## src/rtl/da_shift_accumulator.sv

```systemverilog
// Distributed-arithmetic shift-accumulator: sums one ROM partial-sum word
// per bit cycle (LSB first), subtracts the sign-bit term, emits y per frame.
//
// Ports:
//   clk      rising-edge clock
//   rst      asynchronous reset, active-low
//   en       clock enable
//   start    frame start, rom_data carries R_0 in this cycle
//   rom_data signed ROM partial sum R_b for the current bit cycle
//   ts       high during the sign-bit cycle
//   busy     frame in progress
//   y        signed result of the last completed frame
//   y_valid  one-cycle pulse when y updates
module da_shift_accumulator #(
  parameter int word_width = 16,
  parameter int acc_width  = 34,
  parameter logic signed [word_width-1:0] Q0_initial = '0
) (
  input  logic                        clk,
  input  logic                        rst,
  input  logic                        en,
  input  logic                        start,
  input  logic signed [word_width-1:0] rom_data,
  output logic                        ts,
  output logic                        busy,
  output logic signed [acc_width-1:0] y,
  output logic                        y_valid
);

  localparam int CW = $clog2(word_width);
  localparam logic [CW-1:0] LAST = CW'(word_width - 1);
  localparam int XW = acc_width - word_width;

  typedef enum logic {
    IDLE,
    ACCUM
  } state_t;

  state_t                      r_state;
  logic [CW-1:0]               r_cnt;
  logic signed [acc_width-1:0] r_acc;
  logic signed [acc_width-1:0] r_y;
  logic                        r_yv;

  logic signed [acc_width-1:0] w_ext;
  logic signed [acc_width-1:0] w_q0;
  logic signed [acc_width-1:0] w_term;
  logic signed [acc_width-1:0] w_sum;
  logic signed [acc_width-1:0] w_dif;

  assign w_ext  = {{XW{rom_data[word_width-1]}}, rom_data};
  assign w_q0   = {{XW{Q0_initial[word_width-1]}}, Q0_initial};
  // Weight R_b by 2^b; the shift drops bits above acc_width (mod wrap).
  assign w_term = w_ext << r_cnt;
  assign w_sum  = r_acc + w_term;
  assign w_dif  = r_acc - w_term;

  always_ff @(posedge clk or negedge rst) begin
    if (!rst) begin
      r_state <= IDLE;
      r_cnt   <= '0;
      r_acc   <= '0;
      r_y     <= '0;
      r_yv    <= 1'b0;
    end else if (en) begin
      r_yv <= 1'b0;
      unique case (r_state)
        IDLE: begin
          if (start) begin
            r_acc   <= w_q0 + w_ext;
            r_cnt   <= CW'(1);
            r_state <= ACCUM;
          end
        end
        ACCUM: begin
          if (r_cnt == LAST) begin
            // Sign-bit term carries negative weight.
            r_acc   <= w_dif;
            r_y     <= w_dif;
            r_yv    <= 1'b1;
            r_cnt   <= '0;
            r_state <= IDLE;
          end else begin
            r_acc <= w_sum;
            r_cnt <= r_cnt + CW'(1);
          end
        end
        default: r_state <= IDLE;
      endcase
    end
  end

  assign busy    = (r_state == ACCUM);
  assign ts      = (r_state == ACCUM) && (r_cnt == LAST);
  assign y       = r_y;
  assign y_valid = r_yv;

endmodule
```

## config.mk

```make
export PLATFORM = sky130hd
export DESIGN_NAME = da_shift_accumulator
export DESIGN_NICKNAME = d
export VERILOG_FILES = /design/src/rtl/da_shift_accumulator.sv
export SDC_FILE = /design/constraint.sdc
export NUM_CORES = 1
export LEC_CHECK = 0
export CAP_MARGIN = 20
export CORE_MARGIN = 2
export CORE_UTILIZATION = 35
export DETAILED_ROUTE_END_ITERATION = 6
export HOLD_SLACK_MARGIN = 0.15
export PLACE_DENSITY_LB_ADDON = 0.15
export SYNTH_ARGS = -nofsm -noshare
export SYNTH_HDL_FRONTEND = slang
export SYNTH_SLANG_ARGS = --single-unit
export TNS_END_PERCENT = 50
```

## constraint.sdc

```tcl
create_clock -name clk -period 9.9 [get_ports clk]
set_input_delay 1.485 -clock clk [delete_from_list [all_inputs] [get_ports clk]]
set_output_delay 1.485 -clock clk [all_outputs]
set_load 0.005 [all_outputs]
```

After elaboration in Yosys (flattened, before gate mapping). Index checks and enable logic that the tools add are counted.

Bits in registers: 74. Logic and storage cells: 26.

Mux-type cells: 11. Equal/unequal tests: 2. Shifts and indexed selects: 1. Bitwise logic cells: 1. Reduce and logical (&&, ||, !) cells: 3. Add/sub/neg operators: 3.

Operators by type and width (count): 2-to-1 mux 34 bit (2); one-hot mux 34 bit (2 select lines) (1); adder 34 bit (1); << shifter 34 x 4 -> 34 bit (1); subtractor 34 bit (1); 2-to-1 mux 4 bit (2); one-hot mux 4 bit (2 select lines) (1); adder 4 x 1 -> 4 bit (second input constant) (1); equality test 4 bit (second input constant) (1); 2-to-1 mux 1 bit (4); AND reduction 3 bit (1); != test 2 bit (second input constant) (1); one-hot mux 1 bit (2 select lines) (1); AND reduction 2 bit (1); logical AND 1 bit (1); inverter 1 bit (1).

Logic depth before layout (Yosys ltp). Gate-level depths: netlist (run 1).

Depth after elaboration: 4. Depth in mapped cells: 21. Gate-level depth less buffers: 19.

Least setup slack after synthesis (run 1). Ideal clock, no wire load.

Path type: input to register. Start: in rom_data[5]. End: reg r_y[33], in the netlist y[33]. Required time: 9.775 ns. Arrival: 4.587 ns. Stages: 15. Slack: 5.188 ns. Library setup time: 0.125 ns. Cells stage by stage: mux4_2 > mux2_2 > o21ai_0 > ha_1 > buf_4 > a21oi_1 > or2_0 > and4_4 > a2111oi_4 > o41ai_2 > a221oi_2 > a31oi_1 > o21bai_1 > xor2_1 > mux2_2.

Longest elaborated chain between the ends: 2.

Ends and longest elaborated chain: start, declared (line 23) `input logic signed [word_width-1:0] rom_data,`; << shifter 34 x 4 -> 34 bit (line 54) `assign w_term = w_ext << r_cnt;`; subtractor 34 bit (line 56) `assign w_dif = r_acc - w_term;`; end signal, assigned (line 79) `r_y <= w_dif;`; end, declared (line 42) `logic signed [acc_width-1:0] r_y;`.

No other way between the ends. A chain may end at the register's enable or synchronous reset.

Final worst setup path (run 1).
Start: in rom_data[15]. End: reg r_acc[33].

Longest elaborated chain between the ends: 4.

Ends and longest elaborated chain: << shifter 34 x 4 -> 34 bit (line 54); adder 34 bit or subtractor 34 bit (tied branches) (line 55, 56); 2-to-1 mux 34 bit (line 76) `if (r_cnt == LAST) begin`; one-hot mux 34 bit (2 select lines) (*) (line 67) `unique case (r_state)`; end signal, assigned (line 70) `r_acc <= w_q0 + w_ext;`; end signal, assigned (line 78) `r_acc <= w_dif;`; end signal, assigned (line 84) `r_acc <= w_sum;`; end, declared (line 41) `logic signed [acc_width-1:0] r_acc;`.

Every way passes the cells marked *; elsewhere a longest branch is shown, timed or not. The select of a mux whose other input is x is not followed.

==> out/summary.txt, run 1 <==
Top Layer Used: met4
Synth top area cells: dfrtp_1 (24%), ha_1 (11%), a21oi_1 (7.3%)
Async SR Flop Fraction: 100%
Mapped Area: 7760 um^2
Slew Limit Headroom: 29.1%
Synthesis-stage register bit count: 74
Seq/Total Area, Yosys: 23.9%
Distinct cells, synth: 64
# DRC: 0
Worst Hold Class: flop to flop
Slew Limit Fails: 0
Max Freq: 0.162 GHz
TritonCTS clock tree: done
Post-DRT Antenna Nets: 0
Fin crit period: 6.17 ns
Worst-skew pair later-pin latency: 0.36 ns
Pin count of the biggest net entering global routing: 75
Area delta synth->final: 13.3%
Setup TNS: 0 ns
Setup Viol. Count Final: 0
Avg Vias per Cell: 5.67
CTS Buf Count: 9
Required time worst endpoint: 10.13 ns
Total grt overflow: 0
CTS root buf: clkbuf_16
Share of layout cells above drive strength 1: 5.29%
Post-Route WL: 25400 um
Crit Path Category: input pin to flop
Cell taking the most area after synthesis: dfrtp_1
Metal1 wirelength: 12100 um
Core Region: 21800 um^2
H-tree levels: 3
Pre-CTS WS: 3.45 ns
Post-CTS Setup Inserts: 0
Fin Clk Skew: 0.00947 ns
Status: finished clean
Max Cap Violations: 0
Area share of the leading cell type in the synthesized netlist: 23.9%
Overall routing resource usage: 21.9%
Die X: 153 um
Die Footprint: 23400 um^2
WL per Instance: 19.5 um
Worst R2R Setup Slack: 4.55 ns
Met2 Wirelength: 11800 um
Via Count: 7377
Final Hold Vio Count: 0
Dpl hpwl: 18300 um
Cts hold-fix bufs: 0
Vias in the first global route: 7219
Startpoint Class: input pin
WL met3: 1270 um
Avg Inst Size Synth: 7.70 um^2
Final period util: 62.4%
Fin util: 40.3%
YS warnings: 0
Clock Pin Slew Worst Setup and Hold Paths: 0.06 ns
RSZ-0062 raised after global routing: no
Diodes inserted: 0
Post-Syn Nets: 1098
Final WS setup: 3.73 ns
Die Y-Extent: 153 um
Nets: 1106
Critical Path Sink Type: flop
Router iterations before antenna repair: 5
Iteration-0 DRC count of the detailed router: 560
Initial Utilization: 35.6%
Longest Clk Path Bufs: 2
Syn Inst Count: 1008
IO Port Bufs: 56
Primary FF master, synth: dfrtp_1
Layout fillers: 2253
CP arrival: 6.40 ns
Post-synth EDFFs: 0
Num ports: 57
Clk sink count: 74
Initial antenna violation count: 0
Gpl congestion: 0.913
PostCTS Resize Cnt: 0
Least-Margin Pin Slew: 1.06 ns
First-pass GRT wire length: 41500 um
Crit-path max FO: 16
Core Rows: 54
-- per-stage QoR --
stage	instances	instance area [um^2]	hold WS (ns)
global route	1301	8800	0.509
finish	1301	8800	0.476
global placement	1283	8450	0.460
detailed placement	1283	8450	0.467
floorplan	1008	7760	0.470
CTS	1299	8760	0.484
-- layout make-up --
cell class              count  area [um^2]  area share [%]
clock buffers              12          256            2.92
flip-flops and latches     74         1850            21.0
inverters                  69          259            2.94
well taps                 280          350            3.98
clock inverters             4         50.0           0.569
repair buffers             66          658            7.48
multi-input cells         796         5370            61.1
-- state kept, by name, indices dropped and copies added (netlist names) --
name	count
busy	1
r_acc	34
r_cnt	4
y	34
y_valid	1
-- cells in the final DEF, fill, tap and decap left out, drive strengths merged, types with 13 or more instances in the layout --
| master | count |
|---|---|
| inv | 69 |
| o22a | 19 |
| o21ai | 86 |
| nor2 | 75 |
| ha | 68 |
| clkdlybuf4s50 | 55 |
| nor3 | 17 |
| mux2i | 27 |
| xnor2 | 56 |
| nand3 | 13 |
| dfrtp | 74 |
| o21bai | 14 |
| nor2b | 14 |
| nand2 | 102 |
| a21oi | 114 |
| a21o | 21 |
| o22ai | 20 |
-- cells in the mapped netlist (3+ instances only) --
cell	n
a2111oi_0	3
a211oi_1	10
a21o_1	21
a21oi_1	114
a31oi_1	9
and3_1	3
buf_1	5
buf_2	11
buf_4	3
clkbuf_1	50
dfrtp_1	74
ha_1	68
inv_1	67
mux2_2	7
mux2i_1	27
mux4_2	3
nand2_1	102
nand2b_1	12
nand3_1	13
nand4_1	5
nor2_1	75
nor2b_1	14
nor3_1	17
nor4_1	9
o211ai_1	6
o21a_1	12
o21ai_0	86
o21bai_1	14
o221ai_1	4
o22a_1	19
o22ai_1	20
o311ai_0	5
o31ai_1	9
or2_2	5
or3_1	6
xnor2_1	56
xor2_1	7
-- worst paths after layout --
check	to	depth (start not counted)	start
worst max-delay path	r_acc[33]$_DFFE_PN0P_	18	rom_data[15]
worst min register to register	y[7]$_DFFE_PN0P_	2	y[7]$_DFFE_PN0P_
worst min-delay path	y[7]$_DFFE_PN0P_	2	y[7]$_DFFE_PN0P_
min in group asynchronous	y[6]$_DFFE_PN0P_	1	rst
worst max register to register	r_acc[33]$_DFFE_PN0P_	16	r_cnt[0]$_DFFE_PN0P_
max in group asynchronous	y[29]$_DFFE_PN0P_	2	rst
-- cells by family (layout without fill, tap and decap cells) --
group	Yosys count	after routing	share of synthesized area, %
fa+ha+maj	70	70	11.5
simple gates	268	268	15.5
flops	74	74	23.9
compound gates	358	358	29.7
mux	37	37	5.37
buf+inv	138	151	6.99
xor+xnor	63	63	7.11
-- worst max-delay path, stage by stage --
cell and delay [ns]:
clkdlybuf4s50_1 0.88, inv_1 0.28, a21oi_1 0.19, a311oi_1 0.07
a21oi_1 0.20, nor2_1 0.06, a21o_1 0.19, ha_1 0.44
inv_1 0.24, nand4_1 0.16, nor4b_1 0.45, nand3_1 0.21
a31oi_1 0.44, a31oi_1 0.26, o41ai_1 0.38, o311ai_2 0.18
xnor2_1 0.19, a21oi_1 0.08
-- per-layer routing --
layer	GRT usage, %	vias to the layer above
li1	-	3605
met2	35.7	228
met4	4.98	0
met1	31.3	3521
met3	2.50	23
met5	0	-
Power of run 1 is not shown: default switching activity piles up to over one toggle a cycle in this logic, so the estimate is an artifact.
==> inputs of run 2 (changes only) <==
==> constraint.sdc (replaced) <==
create_clock -name clk -period 5.83 [get_ports clk]
set_input_delay 0.8745 -clock clk [delete_from_list [all_inputs] [get_ports clk]]
set_output_delay 0.8745 -clock clk [all_outputs]
set_load 0.005 [all_outputs]
==> run 2 against run 1 <==
Global-route usage decreased by 0.33 points. Setup slack got worse by 3.1 ns. Die area unchanged. Flip-flop and latch count unchanged. Wire length decreased by 0.72%. Register-to-register slack got worse by 3.9 ns. Clock skew increased by 0.0031 ns. First-iteration DRC count decreased by 10%. Critical path depth decreased by 1. Sequential share of layout area decreased by 0.15 points. Non-clock buffer count increased by 12. Critical endpoint unchanged. Highest routed layer unchanged.
==> out/summary.txt, run 2 (same netlist as run 1, synthesis figures left out) <==
Status: finished clean (unchanged)
PostCTS Resize Cnt: 0 (unchanged)
# DRC: 0 (unchanged)
CP top delay family: compound AO/OA/AOI/OAI gates (unchanged)
Router iterations before antenna repair: 5 (unchanged)
Vias in the first global route: 7241 (was 7219)
Post-CTS Setup Inserts: 0 (unchanged)
Final Hold Vio Count: 0 (unchanged)
IO Port Bufs: 56 (unchanged)
Max Freq: 0.190 GHz
Initial Utilization: 35.6% (unchanged)
Max stage delay on crit path: 0.58 ns (was 0.88 ns)
CTS root buf: clkbuf_16 (unchanged)
Via Count: 7450 (was 7377)
First-pass GRT wire length: 40500 um (was 41500 um)
Area taken by multi-input logic gates: 5370 um^2 (unchanged)
Setup Viol. Count Final: 0 (unchanged)
Num ports: 57 (unchanged)
Least-Margin Pin Slew: 1.04 ns (was 1.06 ns)
Initial antenna violation count: 0 (unchanged)
Layout fillers: 2296 (was 2253)
Die X: 153 um (unchanged)
Crit-path max FO: 7 (was 16)
Critical Path Sink Type: flop (unchanged)
CTS Buf Count: 9 (unchanged)
Reg2reg end: r_acc[33]$_DFFE_PN0P_ (unchanged)
Fin Clk Skew: 0.0126 ns (was 0.00947 ns)
Diodes inserted: 0 (unchanged)
Overall routing resource usage: 21.6% (was 21.9%)
RSZ-0062 raised after global routing: no (unchanged)
Most frequent cells in the layout: a21oi_1 (114), nand2_1 (101), o21ai_0 (86) (unchanged)
Seq. cell area: 1850 um^2 (unchanged)
Dpl hpwl: 18600 um (was 18300 um)
Nets: 1118 (was 1106)
R2r startpoint: r_cnt[0]$_DFFE_PN0P_ (unchanged)
Core Region: 21800 um^2 (unchanged)
CP arrival: 5.49 ns (was 6.40 ns)
Setup crit end: r_acc[33]$_DFFE_PN0P_ (unchanged)
Crit path from: rom_data[14] (was rom_data[15])
Die Footprint: 23400 um^2 (unchanged)
Fin crit period: 5.25 ns
Worst R2R Setup Slack: 0.67 ns (was 4.55 ns)
Startpoint Class: input pin (unchanged)
Crit path depth: 17 (was 18)
Pin count of the biggest net entering global routing: 64 (was 75)
Critical path's slowest cell: clkdlybuf4s50_1 (unchanged)
Clock Pin Slew Worst Setup and Hold Paths: 0.06 ns (about the same)
Setup TNS: 0 ns (unchanged)
Share of layout cells above drive strength 1: 6.20% (was 5.29%)
Total grt overflow: 0 (unchanged)
H-tree levels: 3 (unchanged)
WL per Instance: 19.2 um (was 19.5 um)
Required time worst endpoint: 6.07 ns (was 10.13 ns)
Clk sink count: 74 (unchanged)
TritonCTS clock tree: done (unchanged)
Commonest non-fill, non-tap cell in the layout: a21oi_1 (unchanged)
Avg Vias per Cell: 5.68 (was 5.67)
Post-Route WL: 25200 um (was 25400 um)
Reg2reg path depth: 17 (was 16)
Iteration-0 DRC count of the detailed router: 504 (was 560)
Area delta synth->final: 14.1% (was 13.3%)
Cts hold-fix bufs: 0 (unchanged)
Die Y-Extent: 153 um (unchanged)
Slew Limit Fails: 0 (unchanged)
Slew Limit Headroom: 30.8% (was 29.1%)
Worst path bufs/invs: 2 (was 3)
Worst-skew pair later-pin latency: 0.36 ns (about the same)
Gpl congestion: 0.930 (was 0.913)
CP Cell Sequence: clkdlybuf4s50_1 > mux2_2 > o21ai_0 > nor2_1 > nor2_1 > o21a_1 > ha_1 > inv_1 > nand4_1 > nor4b_1 > nand3_1 > a31oi_1 > a31oi_1 > o41ai_1 > o311ai_2 > xnor2_1 > a21oi_1 (was clkdlybuf4s50_1 > inv_1 > a21oi_1 > a311oi_1 > a21oi_1 > nor2_1 > a21o_1 > ha_1 > inv_1 > nand4_1 > nor4b_1 > nand3_1 > a31oi_1 > a31oi_1 > o41ai_1 > o311ai_2 > xnor2_1 > a21oi_1)
Worst Hold Class: flop to flop (unchanged)
Post-DRT Antenna Nets: 0 (unchanged)
Max Cap Violations: 0 (unchanged)
Core Rows: 54 (unchanged)
Crit Path Category: input pin to flop (unchanged)
Longest Clk Path Bufs: 2 (unchanged)
Final period util: 90.0%
run 2: changes by cell type in the layout (fill, tap and decap cells not counted), sizes merged:
| cell | change |
|---|---|
| clkinvlp | -2 |
| clkinv | +1 |
| buf | +12 |
run 2: layout make-up:
cell class | instances | area share (%)
clock buffer | 12 | 2.78
clock inverter | 3 | 0.452
inverter | 69 | 2.92
multi-input combinational | 796 | 60.6
sequential | 74 | 20.9
tap | 280 | 3.95
timing repair buffer | 78 | 8.39
run 2: per-stage QoR:
| stage | std cells | instance area, um^2 | setup WS (ns) | hold WS [ns] | util [%] |
|---|---|---|---|---|---|
| 6_report | 1312 | 8860 | 0.581 | 0.470 | 40.6 |
| 3_3_place_gp | 1296 | 8550 | 0.297 | 0.461 | 39.2 |
| 3_5_place_dp | 1296 | 8550 | 0.357 | 0.466 | 39.2 |
| 4_1_cts | 1311 | 8830 | 0.719 | 0.480 | 40.5 |
| 5_1_grt | 1312 | 8860 | 0.234 | 0.489 | 40.6 |
| 2_1_floorplan | 1008 | 7760 | 1.53 | 0.470 | - |
run 2: worst min-delay path, cell delays in order, from the launching register on:
cell     delay (ns)
dfrtp_1        0.34
nand2_1        0.05
nand2_1        0.05
run 2: worst min path at each step:
stage,start,depth (start not counted),to
2_1_floorplan,y[19]$_DFFE_PN0P_,2,y[19]$_DFFE_PN0P_
3_3_place_gp,y[7]$_DFFE_PN0P_,2,y[7]$_DFFE_PN0P_
3_5_place_dp,y[19]$_DFFE_PN0P_,2,y[19]$_DFFE_PN0P_
4_1_cts,y[19]$_DFFE_PN0P_,2,y[19]$_DFFE_PN0P_
5_1_grt,y[15]$_DFFE_PN0P_,2,y[15]$_DFFE_PN0P_
6_report,y[19]$_DFFE_PN0P_,2,y[19]$_DFFE_PN0P_
run 2: metal layers:
metal	GRT usage (%)	routed length (um)
met1	30.3	12100
met5	0	0
met2	34.5	11400
met4	6.35	546
met3	3.40	1190
Power of run 2 is left out for the same reason.
